File: src/rtl/seg_src_mux.sv
// Registered N-channel selector for seven-segment codes. Select requests are held
// pending and only applied on a frame tick; optional tick-driven blink blanking.
module seg_src_mux #(
    parameter int             W         = 7,
    parameter int             N         = 4,
    parameter int             SELW      = 2,
    parameter int             BLINK_DIV = 8,
    parameter logic [W-1:0]   BLANK     = {W{1'b1}}
) (
    input  logic              clk,
    input  logic              rst_n,
    input  logic [N*W-1:0]    num,
    input  logic [SELW-1:0]   sel,
    input  logic              sel_valid,
    output logic              sel_ready,
    output logic              sel_err,
    input  logic              tick,
    input  logic              blink_en,
    output logic [SELW-1:0]   active_sel,
    output logic              blink_phase,
    output logic [W-1:0]      o
);
    localparam int              CW      = (BLINK_DIV > 1) ? $clog2(BLINK_DIV) : 1;
    localparam logic [CW-1:0]   CNT_MAX = CW'(BLINK_DIV - 1);
    localparam logic [SELW:0]   N_EXT   = (SELW+1)'(N);

    logic [W-1:0]    chan [N];
    logic [W-1:0]    routed;
    logic            pending_reg;
    logic [SELW-1:0] pend_sel_reg;
    logic [SELW-1:0] active_sel_reg;
    logic            sel_err_reg;
    logic [CW-1:0]   cnt_reg;
    logic            blink_phase_reg;
    logic [W-1:0]    o_reg;
    logic            accept;
    logic            in_range;

    for (genvar gi = 0; gi < N; gi++) begin : g_chan
        assign chan[gi] = num[gi*W +: W];
    end

    // active_sel only ever holds an in-range index, so the BLANK default is unreachable
    always_comb begin
        routed = BLANK;
        for (int i = 0; i < N; i++) begin
            if ({1'b0, active_sel_reg} == (SELW+1)'(i)) begin
                routed = chan[i];
            end
        end
    end

    assign accept   = sel_valid & ~pending_reg;
    assign in_range = ({1'b0, sel} < N_EXT);

    always_ff @(posedge clk) begin
        if (!rst_n) begin
            pending_reg     <= 1'b0;
            pend_sel_reg    <= '0;
            active_sel_reg  <= '0;
            sel_err_reg     <= 1'b0;
            cnt_reg         <= '0;
            blink_phase_reg <= 1'b0;
            o_reg           <= BLANK;
        end else begin
            sel_err_reg <= accept & ~in_range;

            // accept requires pending=0, so apply and accept never collide
            if (tick && pending_reg) begin
                active_sel_reg <= pend_sel_reg;
                pending_reg    <= 1'b0;
            end else if (accept && in_range) begin
                pend_sel_reg <= sel;
                pending_reg  <= 1'b1;
            end

            if (!blink_en) begin
                cnt_reg         <= '0;
                blink_phase_reg <= 1'b0;
            end else if (tick) begin
                if (cnt_reg == CNT_MAX) begin
                    cnt_reg         <= '0;
                    blink_phase_reg <= ~blink_phase_reg;
                end else begin
                    cnt_reg <= cnt_reg + CW'(1);
                end
            end

            o_reg <= (blink_en && blink_phase_reg) ? BLANK : routed;
        end
    end

    assign sel_ready   = ~pending_reg;
    assign sel_err     = sel_err_reg;
    assign active_sel  = active_sel_reg;
    assign blink_phase = blink_phase_reg;
    assign o           = o_reg;

endmodule
File: config.mk
export PLATFORM = sky130hd
export DESIGN_NAME = seg_src_mux
export DESIGN_NICKNAME = d
export VERILOG_FILES = /design/src/rtl/seg_src_mux.sv
export SDC_FILE = /design/constraint.sdc
export NUM_CORES = 1
export LEC_CHECK = 0
export ABC_AREA = 1
export BUFFER_PORTS_ARGS = -buffer_cell sky130_fd_sc_hd__buf_2
export CORE_MARGIN = 2
export CORE_UTILIZATION = 42
export CTS_CLUSTER_DIAMETER = 60
export DETAILED_ROUTE_END_ITERATION = 7
export HOLD_SLACK_MARGIN = 0.12
export MAX_ROUTING_LAYER = met4
export PLACE_DENSITY = 0.77
export REMOVE_ABC_BUFFERS = 1
export SYNTH_ARGS = -nofsm -noshare
export SYNTH_HDL_FRONTEND = slang
export SYNTH_SLANG_ARGS = --single-unit
File: constraint.sdc
create_clock -name clk -period 1.3 [get_ports clk]
set_input_delay 0.065 -clock clk [delete_from_list [all_inputs] [get_ports clk]]
set_output_delay 0.065 -clock clk [all_outputs]
set_load 0.02 [all_outputs]
# [Yosys cells after proc, flatten, opt, wreduce, memory -nomap -nowiden]
# Cells that the tools add are included.
[word_totals] ff_bits=16 input_bits=35 output_inout_bits=12
[classes] reduce_logical=8 eq_ne=4 addsub=1 n_mux=5 bitwise_logic=5
[op_table] op="$mux 7" count=4
[op_table] op="$reduce_and 2->1" count=3
[op_table] op="$eq 2x2->1 const B" count=2
[op_table] op="$not 1->1" count=4
[op_table] op="$reduce_or 2->1" count=2
[op_table] op="$add 3x1->3 const B" count=1
[op_table] op="$eq 3x3->1 const B" count=1
[op_table] op="$mux 3" count=1
[op_table] op="$eq 2x1->1 const B" count=1
[op_table] op="$logic_and 1x1->1" count=2
[op_table] op="$logic_not 2->1" count=1
[op_table] op="$and 1x1->1" count=1

# [Logic depth before layout (Yosys ltp)]
# Gate-level depths: netlist of the first run.
[depth] word_depth=5 mapped_depth=6

# [Least setup slack after synthesis of the first run]
# OpenSTA, ideal clock, no wires.
[synth_timing] kind="register to register" startpoint="reg active_sel_reg[1], in the netlist active_sel[1]" endpoint="reg o_reg[2], in the netlist o[2]" setup_slack_ns=0.220 setup_ns=0.120 required_time_ns=1.180 arrival_ns=0.960 stages_incl_launch_ff=6 path_cell_list="dfxtp_1 -> nand2_2 -> inv_2 -> nor2_1 -> nand2_1 -> o21ai_2"
[synth_via] elab_chain_cells=5 elab_cells_between_ends=8 cone_classes="3 x eq/ne; 4 x mux; 1 x reduce/logical"
[synth_rtl] element="start, declared" line="31" text="logic [SELW-1:0] active_sel_reg;"
[synth_rtl] element="start signal, assigned" line="70" text="active_sel_reg <= pend_sel_reg;"
[synth_rtl] element="$logic_not 2->1" line="47" text="if ({1'b0, active_sel_reg} == (SELW+1)'(i)) begin"
[synth_rtl] element="$mux 7 (3 in a row)" line="47"
[synth_rtl] element="$mux 7 *" line="47"
[synth_rtl] element="end signal, assigned" line="89" text="o_reg <= (blink_en && blink_phase_reg) ? BLANK : routed;"
[synth_rtl] element="end, declared" line="35" text="logic [W-1:0] o_reg;"
# Mark *: on every way between the ends. The rest lies on a longest branch, timed or not.
# A chain may end at the register's enable or synchronous reset.

# [Worst setup path after layout of the first run]
[layout_timing] startpoint="reg active_sel_reg[1], in the netlist active_sel[1]" endpoint="out active_sel[1]"
[layout_rtl] element="end, declared" line="19" text="output logic [SELW-1:0] active_sel,"
# No word-level cell between the ends.

==> results of run 1 <==
[cell type report]
| cell class | count | share of cell area |
|---|---|---|
| flip-flops and latches | 16 | 0.243 |
| inverters | 12 | 0.0340 |
| clock buffers | 4 | 0.0274 |
| multi-input cells | 86 | 0.331 |
| repair buffers | 68 | 0.340 |
| well taps | 27 | 0.0255 |
[how the worst min path moves through the flow]
stage,end,slack (ns),cells after the start,from
after CTS,o[6],0.12,5,num[6]
after global placement,o[4],0.28,3,num[25]
after detailed placement,o[6],0.28,3,num[27]
final,o[6],0.14,5,num[6]
after global routing,o[6],0.16,5,num[6]
after floorplan,cnt_reg[0],0.17,1,tick
[metal layers]
layer	track usage	vias up	share of wire
met5	-	-	0
met4	0.133	0	0.043
met3	0.0309	11	0.049
met2	0.377	41	0.50
met1	0.224	419	0.41
li1	-	514	-
[report_power, final]
group	leakage, nW	internal [mW]	switching (mW)
clock	0.0210	0.171	0.163
combinational	0.529	0.151	0.155
sequential	0.133	0.526	0.0206
[placed cells by master (no fill, tap or decap), drive strengths merged]
cell type    instances
o21bai               5
nand3                4
conb                 1
o21ai                6
buf                 47
dlygate4sd3         21
clkbuf               4
a21oi               14
nor3                 1
nor2                 6
nand2               39
nand3b               7
a211oi               1
dfxtp               16
ha                   2
inv                 12
[logic make-up (layout without fill, tap and decap cells)]
group | after synthesis | in the layout | synth area share
other cells | 1 | 1 | 0.00450
compound gates | 26 | 26 | 0.192
simple gates | 57 | 57 | 0.299
flops | 16 | 16 | 0.384
buf+inv | 15 | 84 | 0.0901
fa+ha+maj | 2 | 2 | 0.0300
[worst max-delay path, delay by kind of cell, from the launching register on]
kind	cells	cell delay [ns]
buffers and inverters	2	0.40
flip-flops	1	0.44
[metrics by stage]
| stage | util | instance area, um^2 | hold slack (ns) |
|---|---|---|---|
| floorplan | - | 803 | 0.165 |
| global placement | 0.561 | 1080 | 0.285 |
| detailed placement | 0.561 | 1080 | 0.284 |
| CTS | 0.689 | 1320 | 0.123 |
| global route | 0.689 | 1330 | 0.160 |
| finish | 0.689 | 1330 | 0.140 |
[what timing repair did]
action	CTS	global route
endpoints found under the hold margin	16	0
gates resized for setup	0	1
endpoints found under the setup margin	0	1
hold buffers	21	0
==> results by group, run 1 <==
Outcome
  • Status: completed

Die
  • Die area: 2360 um^2
  • Core region area: between 1500 and 2000 um^2
  • Die Ht: roughly 49 um
  • Row cnt: 16
  • Initial Util: 0.434
  • Die Width: between 40 and 50 um
  • Top Ports: between 40 and 50

GRT
  • Largest net degree at the start of global routing: 17
  • Antenna violations before repair: 0
  • Vias in the first global route: ~970
  • First-pass GRT wire length: about 3.8 mm
  • Grt ovf: 0
  • GRT Total Usage: 0.214

Synth
  • Post-synthesis cell type count: 19
  • Cell type with the largest total area after synthesis: dfxtp_1
  • EDFF count, synth: 0
  • Synth Flop Type: dfxtp_1
  • Top cells by count, synth: nand2_1 (38), dfxtp_1 (16), a21oi_1 (14), inv_1 (9), nand3b_1 (7)
  • Cells after Synth: 117
  • Async SR Flop Fraction: 0
  • Synthesized area per cell: approximately 7.1 um^2
  • Synthesis-stage register bit count: 16
  • Seq/Total Area, Yosys: 0.384
  • Mapped Area: 833 um^2
  • Yosys warnings: 0
  • Top-count cell post-synth: nand2_1
  • Post-synth top area share: 0.384
  • Synth top area cells: dfxtp_1 (38%), nand2_1 (17%), a21oi_1 (8.4%)

Timing
  • Max Clock Freq: ~840 MHz
  • Setup violators final: 0
  • Fin. max-slew vios: 0
  • RSZ-0062 raised after global routing: false
  • Final hold viol count: 0
  • Setup WS post-layout: around 0.10 ns
  • TNS Setup: 0 ns
  • Post-layout minimum cycle time: around 1.2 ns
  • Final Skew: approximately 0.0074 ns
  • Final period util: 0.920

Setup path
  • R2r endpoint: cnt_reg[0]
  • WS Path Type: reg -> out
  • R2r setup slk: roughly 0.19 ns
  • Critical path's slowest cell: dfxtp_1
  • Slowest cell delay on critical path: roughly 0.44 ns
  • Critical path cell sequence: buf_4, buf_2
  • Kind of start point of the critical path: register
  • Critical path launch point: active_sel[1]
  • Worst Setup End Kind: output port
  • Reg2Reg Depth: 5
  • Arrival @ worst endpoint: between 1 and 1.5 ns
  • Crit path max fanout: 11
  • Critical path destination: active_sel[1]
  • Worst Path Required: 1.24 ns
  • Reg2Reg Launch Point: cnt_reg[0]

Clocking
  • CTS H-tree lvls: 1
  • Skew-Pair Late Insertion Delay: 0.29 ns
  • Setup Buffers After CTS: 0
  • # clock sinks: 16
  • TritonCTS clock tree: yes
  • CTS Buffer Depth: 2
  • Root buf cell: clkbuf_4
  • Clk slew on worst S/H paths: 0.09 ns
  • Cts bufs inserted: 3

Final layout
  • Storage cell area: roughly 320 um^2
  • Fillers: between 150 and 200
  • Layout cells sized above 1: 0.323
  • Multi-input gate area: approximately 440 um^2
  • Max FFs per register: 7
  • Ant. Diodes: 0
  • Layout Cells excl Fill: between 200 and 250
  • Nets: between 200 and 250
  • Area growth syn-to-layout: 59.0%

Drt
  • Vias: roughly 1000
  • Drt initial violations: 15
  • Routed WL: 2.30 mm
  • Pre-antenna DRT Iters: 4
  • ANT nets after route: 0
  • Via density: 4.62
  • DR WL/cell: roughly 11 um
  • Number of remaining DRC errors: 0

Job
  • Max_cap viols: 0

Power
  • VDD IR max: 0.556 mV
  • Leak: a little under 0.7 nW
  • Pwr/cell area: a little under 900 nW/um^2
  • Total power: ~1.2 mW

Place
  • Place WS: around 0.14 ns
  • Final Wtd Congestion: roughly 0.75
  • I/O Buffers: 45
  • Hpwl dp: approximately 1.6 mm
  • Dpl cells: around 190

Min path
  • Tightest Hold Check Type: in -> reg
(Power assumes the default switching activity.)
==> run 2: changes to the inputs <==
Settings changed: GPL_TIMING_DRIVEN set to 0.
==> run 2 against run 1 <==
Compared with the run above:
- count of clock-buffer cells in the layout stayed put
- cell count is 0.94% lower
- clock power hardly changed
- clock skew is 0.0016 ns lower
- routed wire length is 2.2% higher
- largest cell class is now multi-input combinational cells
==> results by group, run 2 (synthesis gave the netlist of run 1 again) <==
Timing
  • Final Skew: 0.00575 ns (-0.00163 ns)
  • Setup WS post-layout: 0.152 ns (+0.0483 ns)
  • Max Clock Freq: 871 MHz (+4.2%)
  • Final period util: 0.883 (-0.0371)
  • Final hold viol count: 0 (unchanged)
  • RSZ-0062 raised after global routing: false
  • Post-layout minimum cycle time: 1.15 ns (-0.0483 ns)
  • Fin. max-slew vios: 0 (unchanged)
  • Setup violators final: 0 (unchanged)

Die
  • Die Ht: 48.5 um (unchanged)
  • Row cnt: 16 (unchanged)
  • Die Width: 48.5 um (unchanged)
  • Core region area: 1920 um^2 (unchanged)
  • Initial Util: 0.434 (unchanged)
  • Top Ports: 47 (unchanged)
  • Die area: 2360 um^2 (unchanged)

Clocking
  • Root buf cell: clkbuf_4
  • Setup Buffers After CTS: 0 (unchanged)
  • Cts bufs inserted: 3 (unchanged)
  • TritonCTS clock tree: yes
  • CTS H-tree lvls: 1 (unchanged)
  • CTS Buffer Depth: 2 (unchanged)
  • Clk slew on worst S/H paths: 0.10 ns (about the same)
  • # clock sinks: 16 (unchanged)
  • Skew-Pair Late Insertion Delay: 0.29 ns (about the same)

GRT
  • First-pass GRT wire length: 3.89 mm (+1.2%)
  • GR met1 Demand/Resource: 0.230 (+0.00624)
  • Grt ovf: 0 (unchanged)
  • GRT busiest layer: met2
  • Antenna violations before repair: 0 (unchanged)
  • GRT Total Usage: 0.217 (+0.00352)
  • GRT met3 Usage: 0.0278 (-0.00309)
  • Largest net degree at the start of global routing: 17 (unchanged)
  • Met2 GRT Util: 0.398 (+0.0208)
  • Vias in the first global route: 922 (-4.9%)

Setup path
  • Slowest cell delay on critical path: 0.34 ns (-0.10 ns)
  • Critical path cell sequence: ha_1, ha_1, inv_1, a21oi_1, a211oi_1
  • Critical path's most frequent cell: ha_1
  • WS Path Type: reg -> reg
  • Crit path max fanout: 3 (-8)
  • Kind of start point of the critical path: register
  • Critical path's slowest cell: dfxtp_1
  • Buf/Inv on CP: 1 (-1)
  • Worst Path Required: 1.51 ns (+0.27 ns)
  • Arrival @ worst endpoint: 1.36 ns (+0.23 ns)
  • Worst Setup End Kind: register
  • CP delay by family, top: adder cells

Final layout
  • Design area: 1310 um^2 (-1.0%)
  • Commonest non-fill, non-tap cell in the layout: buf_2
  • Max FFs per register: 7 (unchanged)
  • Commonest non-fill, non-tap cells in the layout: buf_2 (45), nand2_1 (38), dlygate4sd3_1 (21)
  • Layout cells sized above 1: 0.321 (-0.00193)
  • Nets: 222 (-0.89%)
  • Area growth syn-to-layout: 57.4%
  • Ant. Diodes: 0 (unchanged)

Place
  • Place WS: -0.0295 ns (-0.174 ns)
  • Cell area after placement: 1060 um^2 (-1.4%)
  • I/O Buffers: 45 (unchanged)
  • Final Wtd Congestion: 0.735 (-2.1%)
  • Hpwl dp: 1.55 mm (-4.1%)

Power
  • VDD IR max: 0.610 mV (+9.7%)
  • Leak: 0.673 nW (-1.3%)
  • Pwr/cell area: 906 nW/um^2 (+1.1%)

Outcome
  • Status: completed

Drt
  • Routed WL: 2.35 mm (+2.2%)
  • Via density: 4.73 (+2.2%)
  • Number of remaining DRC errors: 0 (unchanged)
  • Drt initial violations: 10 (-5)
  • Pre-antenna DRT Iters: 4 (unchanged)
  • Vias: 997 (+1.2%)
  • DR WL/cell: 11.1 um (+3.1%)
  • ANT nets after route: 0 (unchanged)

Min path
  • Tightest Hold Check Type: in -> reg

Job
  • Max_cap viols: 0 (unchanged)
run 2: changes by cell type in the layout (fill, tap and decap cells not counted):
cell     delta
buf_4       -2
dfxtp_1     -1
dfxtp_2     +1
run 2: area by class of cell:
| class | count | area [um^2] |
|---|---|---|
| clock buffer | 4 | 36.3 |
| tap | 27 | 33.8 |
| multi-input combinational | 86 | 438 |
| timing repair buffer | 66 | 435 |
| sequential | 16 | 323 |
| inverter | 12 | 45.0 |
| fill | 172 | 611 |
run 2: worst register-to-register path, cell delays in order (launching register included):
cell      delay [ns]
dfxtp_1         0.34
ha_1            0.21
ha_1            0.19
inv_1           0.09
a21oi_1         0.07
a211oi_1        0.17
run 2: worst paths after layout:
check / from / end / slack (ns) / cells past startpoint
worst max-delay path: cnt_reg[0] / cnt_reg[0] / 0.15 / 5
worst min-delay path: num[6] / o[6] / 0.12 / 5
worst max register to register: cnt_reg[0] / cnt_reg[0] / 0.15 / 5
worst min register to register: cnt_reg[2] / cnt_reg[2] / 0.48 / 2
run 2: what timing repair did:
action                                  in CTS  in global routing
hold buffers                                21                  0
endpoints found under the setup margin       6                  0
endpoints found under the hold margin       16                  0
resized for setup                            2                  0
run 2: where the power goes:
part | switching (mW) | internal, mW
clock network | 0.166 | 0.171
logic | 0.147 | 0.148
registers | 0.0290 | 0.526
run 2: stage by stage:
stage	instances	total power, mW	TNS (ns)	hold WS, ns	util
CTS	211	1.19	0	0.125	0.682
detailed placement	186	0.808	-0.0295	0.282	0.553
floorplan	114	0.704	0	0.165	-
global route	211	1.26	0	0.130	0.682
finish	211	1.19	0	0.122	0.682
global placement	186	0.800	0	0.281	0.553
run 2: metal layers:
layer,part of all wire,up-vias,routed length [um]
li1,-,512,-
met1,0.42,435,979
met2,0.50,41,1180
met3,0.044,9,104
met4,0.035,0,82
met5,0,-,0
